<file path="config.mk">
export PLATFORM = sky130hd
export DESIGN_NAME = hazard_scheduler_flat
export DESIGN_NICKNAME = d
export VERILOG_FILES = /design/src/rtl/hazard_pkg.sv /design/src/rtl/hazard_scheduler_if.sv /design/src/rtl/sat_counter.sv /design/src/rtl/hazard_scheduler.sv /design/src/flat_wrapper.sv
export SDC_FILE = /design/constraint.sdc
export NUM_CORES = 1
export LEC_CHECK = 0
export CELL_PAD_IN_SITES_DETAIL_PLACEMENT = 1
export CELL_PAD_IN_SITES_GLOBAL_PLACEMENT = 1
export CORE_MARGIN = 2
export CORE_UTILIZATION = 41
export CTS_BUF_LIST = sky130_fd_sc_hd__clkbuf_4 sky130_fd_sc_hd__clkbuf_8
export CTS_CLUSTER_DIAMETER = 200
export DETAILED_ROUTE_END_ITERATION = 12
export PLACE_DENSITY = 0.93
export SYNTH_ARGS = -nofsm -noshare
export SYNTH_HDL_FRONTEND = slang
export SYNTH_SLANG_ARGS = --single-unit
</file>
<file path="constraint.sdc">
create_clock -name clk -period 5 [get_ports clk]
set_input_delay 1.25 -clock clk [delete_from_list [all_inputs] [get_ports clk]]
set_output_delay 1.25 -clock clk [all_outputs]
set_load 0.1 [all_outputs]
</file>
<file path="src/rtl/hazard_pkg.sv">
// rtl/hazard_pkg.sv - shared types and helpers for the hazard scheduler
// Purpose: scoreboard slot type, forwarding-select encoding and the slot/register
//          compare used by the RAW hazard checks.
// Ports:   none (package).
package hazard_pkg;

  localparam int REG_AW_DEF = 5;

  typedef struct packed {
    logic                  valid;
    logic [REG_AW_DEF-1:0] dest;
    logic                  is_load;
  } slot_t;

  typedef enum logic [1:0] {
    FWD_RF    = 2'b00,
    FWD_EXMEM = 2'b10,
    FWD_MEMWB = 2'b01
  } fwd_sel_t;

  // Register $0 is hard-wired, so it never creates a dependency.
  function automatic logic slot_match(input logic v,
                                      input logic [REG_AW_DEF-1:0] d,
                                      input logic [REG_AW_DEF-1:0] r);
    return v && (r != '0) && (d == r);
  endfunction

endpackage

</file>
<file path="src/rtl/hazard_scheduler_if.sv">
// rtl/hazard_scheduler_if.sv - ID/MEM stage inputs and pipeline control outputs
// Purpose: bundles the decode-stage operand fields, the MEM-stage branch status and
//          the stall/flush/PC controls. HAZARD_FORWARDING_EN adds fwd_a/fwd_b.
// Ports:   master = pipeline side (drives id_*/mem_*), slave = scheduler side.
interface hazard_scheduler_if import hazard_pkg::*; #(
  parameter int REG_AW = REG_AW_DEF
);
  logic              id_valid;
  logic [REG_AW-1:0] id_rs;
  logic [REG_AW-1:0] id_rt;
  logic              id_rt_used;
  logic [REG_AW-1:0] id_rd;
  logic              id_regdst;
  logic              id_regwrite;
  logic              id_memread;
  logic              mem_branch;
  logic              mem_zf;
  logic              pc_write;
  logic              ifid_write;
  logic              ifid_flush;
  logic              idex_flush;
  logic              exmem_flush;
  logic              pc_sel_branch;
`ifdef HAZARD_FORWARDING_EN
  logic [1:0]        fwd_a;
  logic [1:0]        fwd_b;

  modport master (
    output id_valid, id_rs, id_rt, id_rt_used, id_rd, id_regdst, id_regwrite,
           id_memread, mem_branch, mem_zf,
    input  pc_write, ifid_write, ifid_flush, idex_flush, exmem_flush, pc_sel_branch,
           fwd_a, fwd_b
  );
  modport slave (
    input  id_valid, id_rs, id_rt, id_rt_used, id_rd, id_regdst, id_regwrite,
           id_memread, mem_branch, mem_zf,
    output pc_write, ifid_write, ifid_flush, idex_flush, exmem_flush, pc_sel_branch,
           fwd_a, fwd_b
  );
`else
  modport master (
    output id_valid, id_rs, id_rt, id_rt_used, id_rd, id_regdst, id_regwrite,
           id_memread, mem_branch, mem_zf,
    input  pc_write, ifid_write, ifid_flush, idex_flush, exmem_flush, pc_sel_branch
  );
  modport slave (
    input  id_valid, id_rs, id_rt, id_rt_used, id_rd, id_regdst, id_regwrite,
           id_memread, mem_branch, mem_zf,
    output pc_write, ifid_write, ifid_flush, idex_flush, exmem_flush, pc_sel_branch
  );
`endif
endinterface

</file>
<file path="src/rtl/sat_counter.sv">
// rtl/sat_counter.sv - saturating event counter
// Purpose: counts cycles with inc=1, holds at all-ones instead of wrapping.
// Ports:   clk, rst_n (async active-low), inc, count[CNT_W-1:0].
module sat_counter #(
  parameter int CNT_W = 16
) (
  input  logic             clk,
  input  logic             rst_n,
  input  logic             inc,
  output logic [CNT_W-1:0] count
);

  always_ff @(posedge clk or negedge rst_n) begin
    if (!rst_n) begin
      count <= '0;
    end else if (inc && (count != '1)) begin
      count <= count + 1'b1;
    end
  end

endmodule

</file>
<file path="src/rtl/hazard_scheduler.sv">
// rtl/hazard_scheduler.sv - RAW hazard detection, stall/flush and branch redirect
// Purpose: two-slot scoreboard (EX, MEM) of in-flight destinations checked against
//          the ID operands; produces PC/IF-ID hold, bubble insertion, taken-branch
//          flushes and PCSrc select, plus saturating stall/flush statistics.
//          Optional macro HAZARD_FORWARDING_EN: stall only on load-use and drive
//          registered forwarding selects fwd_a/fwd_b on the interface.
// Ports:   clk, rst_n (async active-low), bus (hazard_scheduler_if.slave),
//          stall_count, flush_count [CNT_W-1:0].
module hazard_scheduler import hazard_pkg::*; #(
  parameter int REG_AW = REG_AW_DEF,
  parameter int CNT_W  = 16
) (
  input  logic               clk,
  input  logic               rst_n,
  hazard_scheduler_if.slave  bus,
  output logic [CNT_W-1:0]   stall_count,
  output logic [CNT_W-1:0]   flush_count
);

  slot_t             ex_slot;
  slot_t             mem_slot;
  slot_t             id_entry;
  logic [REG_AW-1:0] id_dest;
  logic              raw_ex;
  logic              raw_mem;
  logic              take;
  logic              stall;
  logic              unused_bits;

  assign id_dest = bus.id_regdst ? bus.id_rd : bus.id_rt;

  always_comb begin
    id_entry         = '0;
    id_entry.valid   = bus.id_valid && bus.id_regwrite && (id_dest != '0);
    id_entry.dest    = id_dest;
    id_entry.is_load = bus.id_memread;
  end

  // WB producers are absent on purpose: the register file writes before ID reads.
  assign raw_ex  = bus.id_valid &&
                   (slot_match(ex_slot.valid, ex_slot.dest, bus.id_rs) ||
                    (bus.id_rt_used && slot_match(ex_slot.valid, ex_slot.dest, bus.id_rt)));
  assign raw_mem = bus.id_valid &&
                   (slot_match(mem_slot.valid, mem_slot.dest, bus.id_rs) ||
                    (bus.id_rt_used && slot_match(mem_slot.valid, mem_slot.dest, bus.id_rt)));

  assign take = bus.mem_branch && bus.mem_zf;

  // A taken branch kills the stalled instruction anyway, so flush wins.
`ifdef HAZARD_FORWARDING_EN
  assign stall = !take && raw_ex && ex_slot.is_load;
  assign unused_bits = mem_slot.is_load ^ raw_mem;
`else
  assign stall = !take && (raw_ex || raw_mem);
  assign unused_bits = mem_slot.is_load;
`endif

  assign bus.pc_write      = !stall;
  assign bus.ifid_write    = !stall;
  assign bus.ifid_flush    = take;
  assign bus.idex_flush    = take || stall;
  assign bus.exmem_flush   = take;
  assign bus.pc_sel_branch = take;

  always_ff @(posedge clk or negedge rst_n) begin
    if (!rst_n) begin
      ex_slot  <= '0;
      mem_slot <= '0;
    end else begin
      mem_slot <= take ? '0 : ex_slot;
      ex_slot  <= (take || stall) ? '0 : id_entry;
    end
  end

`ifdef HAZARD_FORWARDING_EN
  fwd_sel_t fwd_a_q;
  fwd_sel_t fwd_b_q;

  // Youngest producer (EX) holds the newest value, so it is checked first.
  function automatic fwd_sel_t fwd_pick(input logic [REG_AW-1:0] r);
    if (slot_match(ex_slot.valid, ex_slot.dest, r))
      return FWD_EXMEM;
    else if (slot_match(mem_slot.valid, mem_slot.dest, r))
      return FWD_MEMWB;
    else
      return FWD_RF;
  endfunction

  always_ff @(posedge clk or negedge rst_n) begin
    if (!rst_n) begin
      fwd_a_q <= FWD_RF;
      fwd_b_q <= FWD_RF;
    end else if (take || stall || !bus.id_valid) begin
      fwd_a_q <= FWD_RF;
      fwd_b_q <= FWD_RF;
    end else begin
      fwd_a_q <= fwd_pick(bus.id_rs);
      fwd_b_q <= bus.id_rt_used ? fwd_pick(bus.id_rt) : FWD_RF;
    end
  end

  assign bus.fwd_a = fwd_a_q;
  assign bus.fwd_b = fwd_b_q;
`endif

  sat_counter #(.CNT_W(CNT_W)) u_stall_cnt (
    .clk   (clk),
    .rst_n (rst_n),
    .inc   (stall),
    .count (stall_count)
  );

  sat_counter #(.CNT_W(CNT_W)) u_flush_cnt (
    .clk   (clk),
    .rst_n (rst_n),
    .inc   (take),
    .count (flush_count)
  );

endmodule

</file>
<file path="src/flat_wrapper.sv">
// flat-port wrapper written by rule: the top's interface ports become plain ports
module hazard_scheduler_flat import hazard_pkg::*;
#(
  parameter int REG_AW = REG_AW_DEF,
  parameter int CNT_W  = 16
)
  (clk, rst_n, stall_count, flush_count, bus_id_valid, bus_id_rs, bus_id_rt, bus_id_rt_used, bus_id_rd, bus_id_regdst, bus_id_regwrite, bus_id_memread, bus_mem_branch, bus_mem_zf, bus_pc_write, bus_ifid_write, bus_ifid_flush, bus_idex_flush, bus_exmem_flush, bus_pc_sel_branch);
  hazard_scheduler_if #(.REG_AW(REG_AW)) bus_i ();
  input  logic clk;
  input  logic rst_n;
  output logic [CNT_W-1:0] stall_count;
  output logic [CNT_W-1:0] flush_count;
  input wire logic [$bits(bus_i.id_valid)-1:0] bus_id_valid;
  input wire logic [$bits(bus_i.id_rs)-1:0] bus_id_rs;
  input wire logic [$bits(bus_i.id_rt)-1:0] bus_id_rt;
  input wire logic [$bits(bus_i.id_rt_used)-1:0] bus_id_rt_used;
  input wire logic [$bits(bus_i.id_rd)-1:0] bus_id_rd;
  input wire logic [$bits(bus_i.id_regdst)-1:0] bus_id_regdst;
  input wire logic [$bits(bus_i.id_regwrite)-1:0] bus_id_regwrite;
  input wire logic [$bits(bus_i.id_memread)-1:0] bus_id_memread;
  input wire logic [$bits(bus_i.mem_branch)-1:0] bus_mem_branch;
  input wire logic [$bits(bus_i.mem_zf)-1:0] bus_mem_zf;
  output wire logic [$bits(bus_i.pc_write)-1:0] bus_pc_write;
  output wire logic [$bits(bus_i.ifid_write)-1:0] bus_ifid_write;
  output wire logic [$bits(bus_i.ifid_flush)-1:0] bus_ifid_flush;
  output wire logic [$bits(bus_i.idex_flush)-1:0] bus_idex_flush;
  output wire logic [$bits(bus_i.exmem_flush)-1:0] bus_exmem_flush;
  output wire logic [$bits(bus_i.pc_sel_branch)-1:0] bus_pc_sel_branch;
  assign bus_i.id_valid = bus_id_valid;
  assign bus_i.id_rs = bus_id_rs;
  assign bus_i.id_rt = bus_id_rt;
  assign bus_i.id_rt_used = bus_id_rt_used;
  assign bus_i.id_rd = bus_id_rd;
  assign bus_i.id_regdst = bus_id_regdst;
  assign bus_i.id_regwrite = bus_id_regwrite;
  assign bus_i.id_memread = bus_id_memread;
  assign bus_i.mem_branch = bus_mem_branch;
  assign bus_i.mem_zf = bus_mem_zf;
  assign bus_pc_write = bus_i.pc_write;
  assign bus_ifid_write = bus_i.ifid_write;
  assign bus_ifid_flush = bus_i.ifid_flush;
  assign bus_idex_flush = bus_i.idex_flush;
  assign bus_exmem_flush = bus_i.exmem_flush;
  assign bus_pc_sel_branch = bus_i.pc_sel_branch;
  hazard_scheduler #(.REG_AW(REG_AW), .CNT_W(CNT_W)) u_core (.clk(clk), .rst_n(rst_n), .bus(bus_i), .stall_count(stall_count), .flush_count(flush_count));
endmodule
</file>
==> flow_metrics.py <==
metrics = {
    "outcome": {
        "run_status": "complete, no violations",
    },
    "floorplanning": {
        "fp.dieW_um": 78.4,
        "die_area_um2": 6150,
        "die_height_um": 78.4,
        "pin_count": 62,
        "coreArea_um2": 5440,
        "initial_utilization": 0.417,
        "core.rowCount": 27,
    },
    "finish": {
        "fill_cells": 623,
        "ratio_of_cells_with_drive_above_1_in_the_final_layout": 0.0906,
        "instances_no_fill": 359,
        "regArea_um2": 1100,
        "num_antenna_cells": 0,
        "layout-area-overhead-vs-synth_pct": 34.3,
        "layout.nets": 312,
        "multi_input_area_um2": 1100,
    },
    "critical_path": {
        "worst_r2r_path_depth": 7,
        "setup.worst_path.start": "bus_id_rt[1]",
        "worst_r2r_endpoint": "u_core.u_stall_cnt.count[1]",
        "worstPathCellList": "clkdlybuf4s50_1 > or4_1 > nor2_2 > nor2b_2 > a31oi_1 > o22ai_1 > a21o_1 > buf_12",
        "arrival_ps": 3400,
        "critPathKind": "in -> out",
        "timing.critical_path.slowest_stage_cell": "sky130_fd_sc_hd__or4_1",
        "max_stage_delay_ps": 570,
        "crit-reg2reg-launch": "u_core.u_stall_cnt.count[4]",
        "kind_of_start_point_of_the_critical_path": "input port",
        "critPathRequiredTime_ps": 3750,
        "critical_path.max_fanout": 4,
        "worst-path-buf-inv": 2,
        "r2r_setup_slack_ps": 2810,
        "worst_setup_path_endpoint": "bus_idex_flush",
        "critPathCaptureType": "output port",
        "cp_num_cells": 8,
        "cp_top_family": "simple AND/OR/NAND/NOR gates",
    },
    "clock_tree": {
        "cts_buffers": 5,
        "cts-root-to-sink-buffers": 2,
        "ctsRootBufferMaster": "sky130_fd_sc_hd__clkbuf_8",
        "clock_insertion_delay_worst_skew_ps": 300,
        "clkSinkCount": 44,
        "post_cts_setup_buffers": 0,
        "tritoncts_clock_tree": "done",
        "cts_resized": 0,
        "ctsHoldBuffers": 0,
        "clk_transition_reported_paths_ps": 80,
        "htreeDepth": 2,
    },
    "synthesis": {
        "postSynthRegisterBits": 44,
        "yosys-top-cells-area": "sky130_fd_sc_hd__dfrtp_1 49%, sky130_fd_sc_hd__xnor2_1 9.6%, sky130_fd_sc_hd__xor2_1 8.9%, sky130_fd_sc_hd__nor2_1 4.1%, sky130_fd_sc_hd__nand3_1 3.3%",
        "number_of_enable_type_register_cells_in_the_synthesized_netlist": 0,
        "synth.avg_cell_area_um2": 10.2,
        "synthesis.nets": 249,
        "yosys.area.top_type_share": 0.485,
        "ys_seq_area_frac": 0.485,
        "yosysTopAreaCell": "sky130_fd_sc_hd__dfrtp_1",
        "synth_warnings": 0,
        "asyncSetResetFlopFracSynth": 1.00,
        "most_frequent_cell_after_synthesis": "sky130_fd_sc_hd__dfrtp_1",
        "mapped_area_um2": 2270,
        "synth.cells.most_frequent": "44 x sky130_fd_sc_hd__dfrtp_1, 25 x sky130_fd_sc_hd__nor2_1, 25 x sky130_fd_sc_hd__xnor2_1",
        "postSynthCellCount": 223,
        "synth_top_flop_cell": "sky130_fd_sc_hd__dfrtp_1",
        "yosys.cell_types.count": 33,
    },
    "timing": {
        "post-route-min-period_ps": 4650,
        "setup_total_negative_slack_ps": 0,
        "setup_ws_ps": 351,
        "maxSlewHeadroom": 0.335,
        "timing.final.hold_violations": 0,
        "worst-slew-pin-transition_ps": 995,
        "rsz0062_at_grt": "false",
        "drv_slew": 0,
        "setup-violations-final": 0,
        "fmaxAchievable_mhz": 215,
        "fin_hold_ws_ps": 497,
        "final_min_period_over_clock_period": 0.930,
        "fin_skew_ps": 8.92,
    },
    "detailed_routing": {
        "vias": 1860,
        "finalWirelength_um": 5870,
        "drt_pre_antenna_iters": 4,
        "drcViolationCount": 0,
        "detail_route.vias_per_cell": 5.18,
        "avgRoutedWirePerCell_um": 16.3,
        "drt_iter0_drc": 51,
        "ant_nets": 0,
    },
    "placed_design": {
        "dpl_worst_slack_ps": 421,
        "numPortBuffers": 60,
        "hpwlAfterDp_um": 4400,
        "gp_congestion": 0.811,
        "dp.cells": 351,
    },
    "min_path": {
        "hold_class": "reg -> reg",
        "min_delay_path_depth": 1,
    },
    "pwr": {
        "power_leakage_nw": 1.31,
        "p_total_mw": 1.09,
        "power_density_nw_per_um2": 357,
        "ir_drop_mv": 0.275,
    },
    "grt": {
        "global_route.peak_usage_layer": "met2",
        "global_route_wire_length_before_repair_um": 9750,
        "gr-usage-met1": 0.233,
        "grt_pass1_vias": 2037,
        "grt_overflow": 0,
        "met3_track_demand_over_resource_in_global_routing": 0.0425,
        "use_met2": 0.373,
        "grt_max_degree": 45,
        "number_of_antenna_violations_at_the_first_check_in_global_routing": 0,
        "gr-usage-all-layers": 0.203,
    },
    "run": {
        "drv.max_cap_violation_count": 0,
    },
}
per-stage QoR:
stage,instance area (um^2),utilization
2_1_floorplan,2270,-
3_3_place_gp,2950,0.543
3_5_place_dp,2950,0.543
4_1_cts,3050,0.561
5_1_grt,3050,0.561
6_report,3050,0.561
worst register-to-register path, cell delays in order (launching register included):
cell and delay (ps):
sky130_fd_sc_hd__dfrtp_1 440, sky130_fd_sc_hd__and3_1 230, sky130_fd_sc_hd__and3_1 190, sky130_fd_sc_hd__nand3_1 130, sky130_fd_sc_hd__nor2_1 320, sky130_fd_sc_hd__nand2_2 240
sky130_fd_sc_hd__nand2_1 180, sky130_fd_sc_hd__mux2_1 340
kinds of logic after synthesis:
group	count (synthesis)	synth area share
AOI/OAI and AO/OA	9	0.0281
xor gates and xnor gates	48	0.185
adders and majority gates	2	0.0110
and+or+nand+nor	98	0.222
DFF	44	0.485
muxes	8	0.0369
buffers and inverters	14	0.0314
cell type report:
cell class / instances / area share
tap: 72 / 0.0295
clock buffer: 7 / 0.0295
clock inverter: 1 / 0.00246
timing repair buffer: 62 / 0.208
sequential: 44 / 0.361
multi-input combinational: 165 / 0.360
inverter: 8 / 0.00985
state kept, by name, indices dropped and copies added (netlist names):
register / flops
u_core.ex_slot: 6
u_core.mem_slot: 6
u_core.u_flush_cnt.count: 16
u_core.u_stall_cnt.count: 16
worst min path at each step:
stage,startpoint,endpoint
6_report,u_core.u_flush_cnt.count[9],u_core.u_flush_cnt.count[9]
3_5_place_dp,u_core.u_stall_cnt.count[6],u_core.u_stall_cnt.count[6]
3_3_place_gp,u_core.u_stall_cnt.count[6],u_core.u_stall_cnt.count[6]
4_1_cts,u_core.u_stall_cnt.count[6],u_core.u_stall_cnt.count[6]
5_1_grt,u_core.u_flush_cnt.count[9],u_core.u_flush_cnt.count[9]
2_1_floorplan,u_core.ex_slot[6],u_core.mem_slot[6]
layout by cell type, fill, tap and decap left out, types with 2 or more instances in the layout:
cell,count
sky130_fd_sc_hd__clkdlybuf4s50_1,53
sky130_fd_sc_hd__dfrtp_1,44
sky130_fd_sc_hd__nor2_1,25
sky130_fd_sc_hd__xnor2_1,25
sky130_fd_sc_hd__xor2_1,23
sky130_fd_sc_hd__nand2_1,17
sky130_fd_sc_hd__nand3_1,15
sky130_fd_sc_hd__inv_1,8
sky130_fd_sc_hd__nand4_1,8
sky130_fd_sc_hd__and2_1,6
sky130_fd_sc_hd__nor3_1,6
sky130_fd_sc_hd__and3_1,6
sky130_fd_sc_hd__clkbuf_8,6
sky130_fd_sc_hd__mux2i_1,5
sky130_fd_sc_hd__buf_4,5
sky130_fd_sc_hd__or4_1,4
sky130_fd_sc_hd__a31oi_1,3
sky130_fd_sc_hd__nand3_2,3
sky130_fd_sc_hd__buf_12,3
sky130_fd_sc_hd__nor4_1,2
sky130_fd_sc_hd__o21ai_0,2
sky130_fd_sc_hd__mux2_2,2
sky130_fd_sc_hd__ha_1,2
where the power goes:
part / switching (mW) / internal, mW
Sequential: 0.0485 / 0.393
Combinational: 0.298 / 0.111
Clock: 0.122 / 0.118
routing by layer:
layer,routed length (um),share of wire
met1,2370,0.40
met2,3180,0.54
met3,178,0.030
met4,141,0.024
met5,0,0
Note: power is estimated with default switching activity, not from simulation.
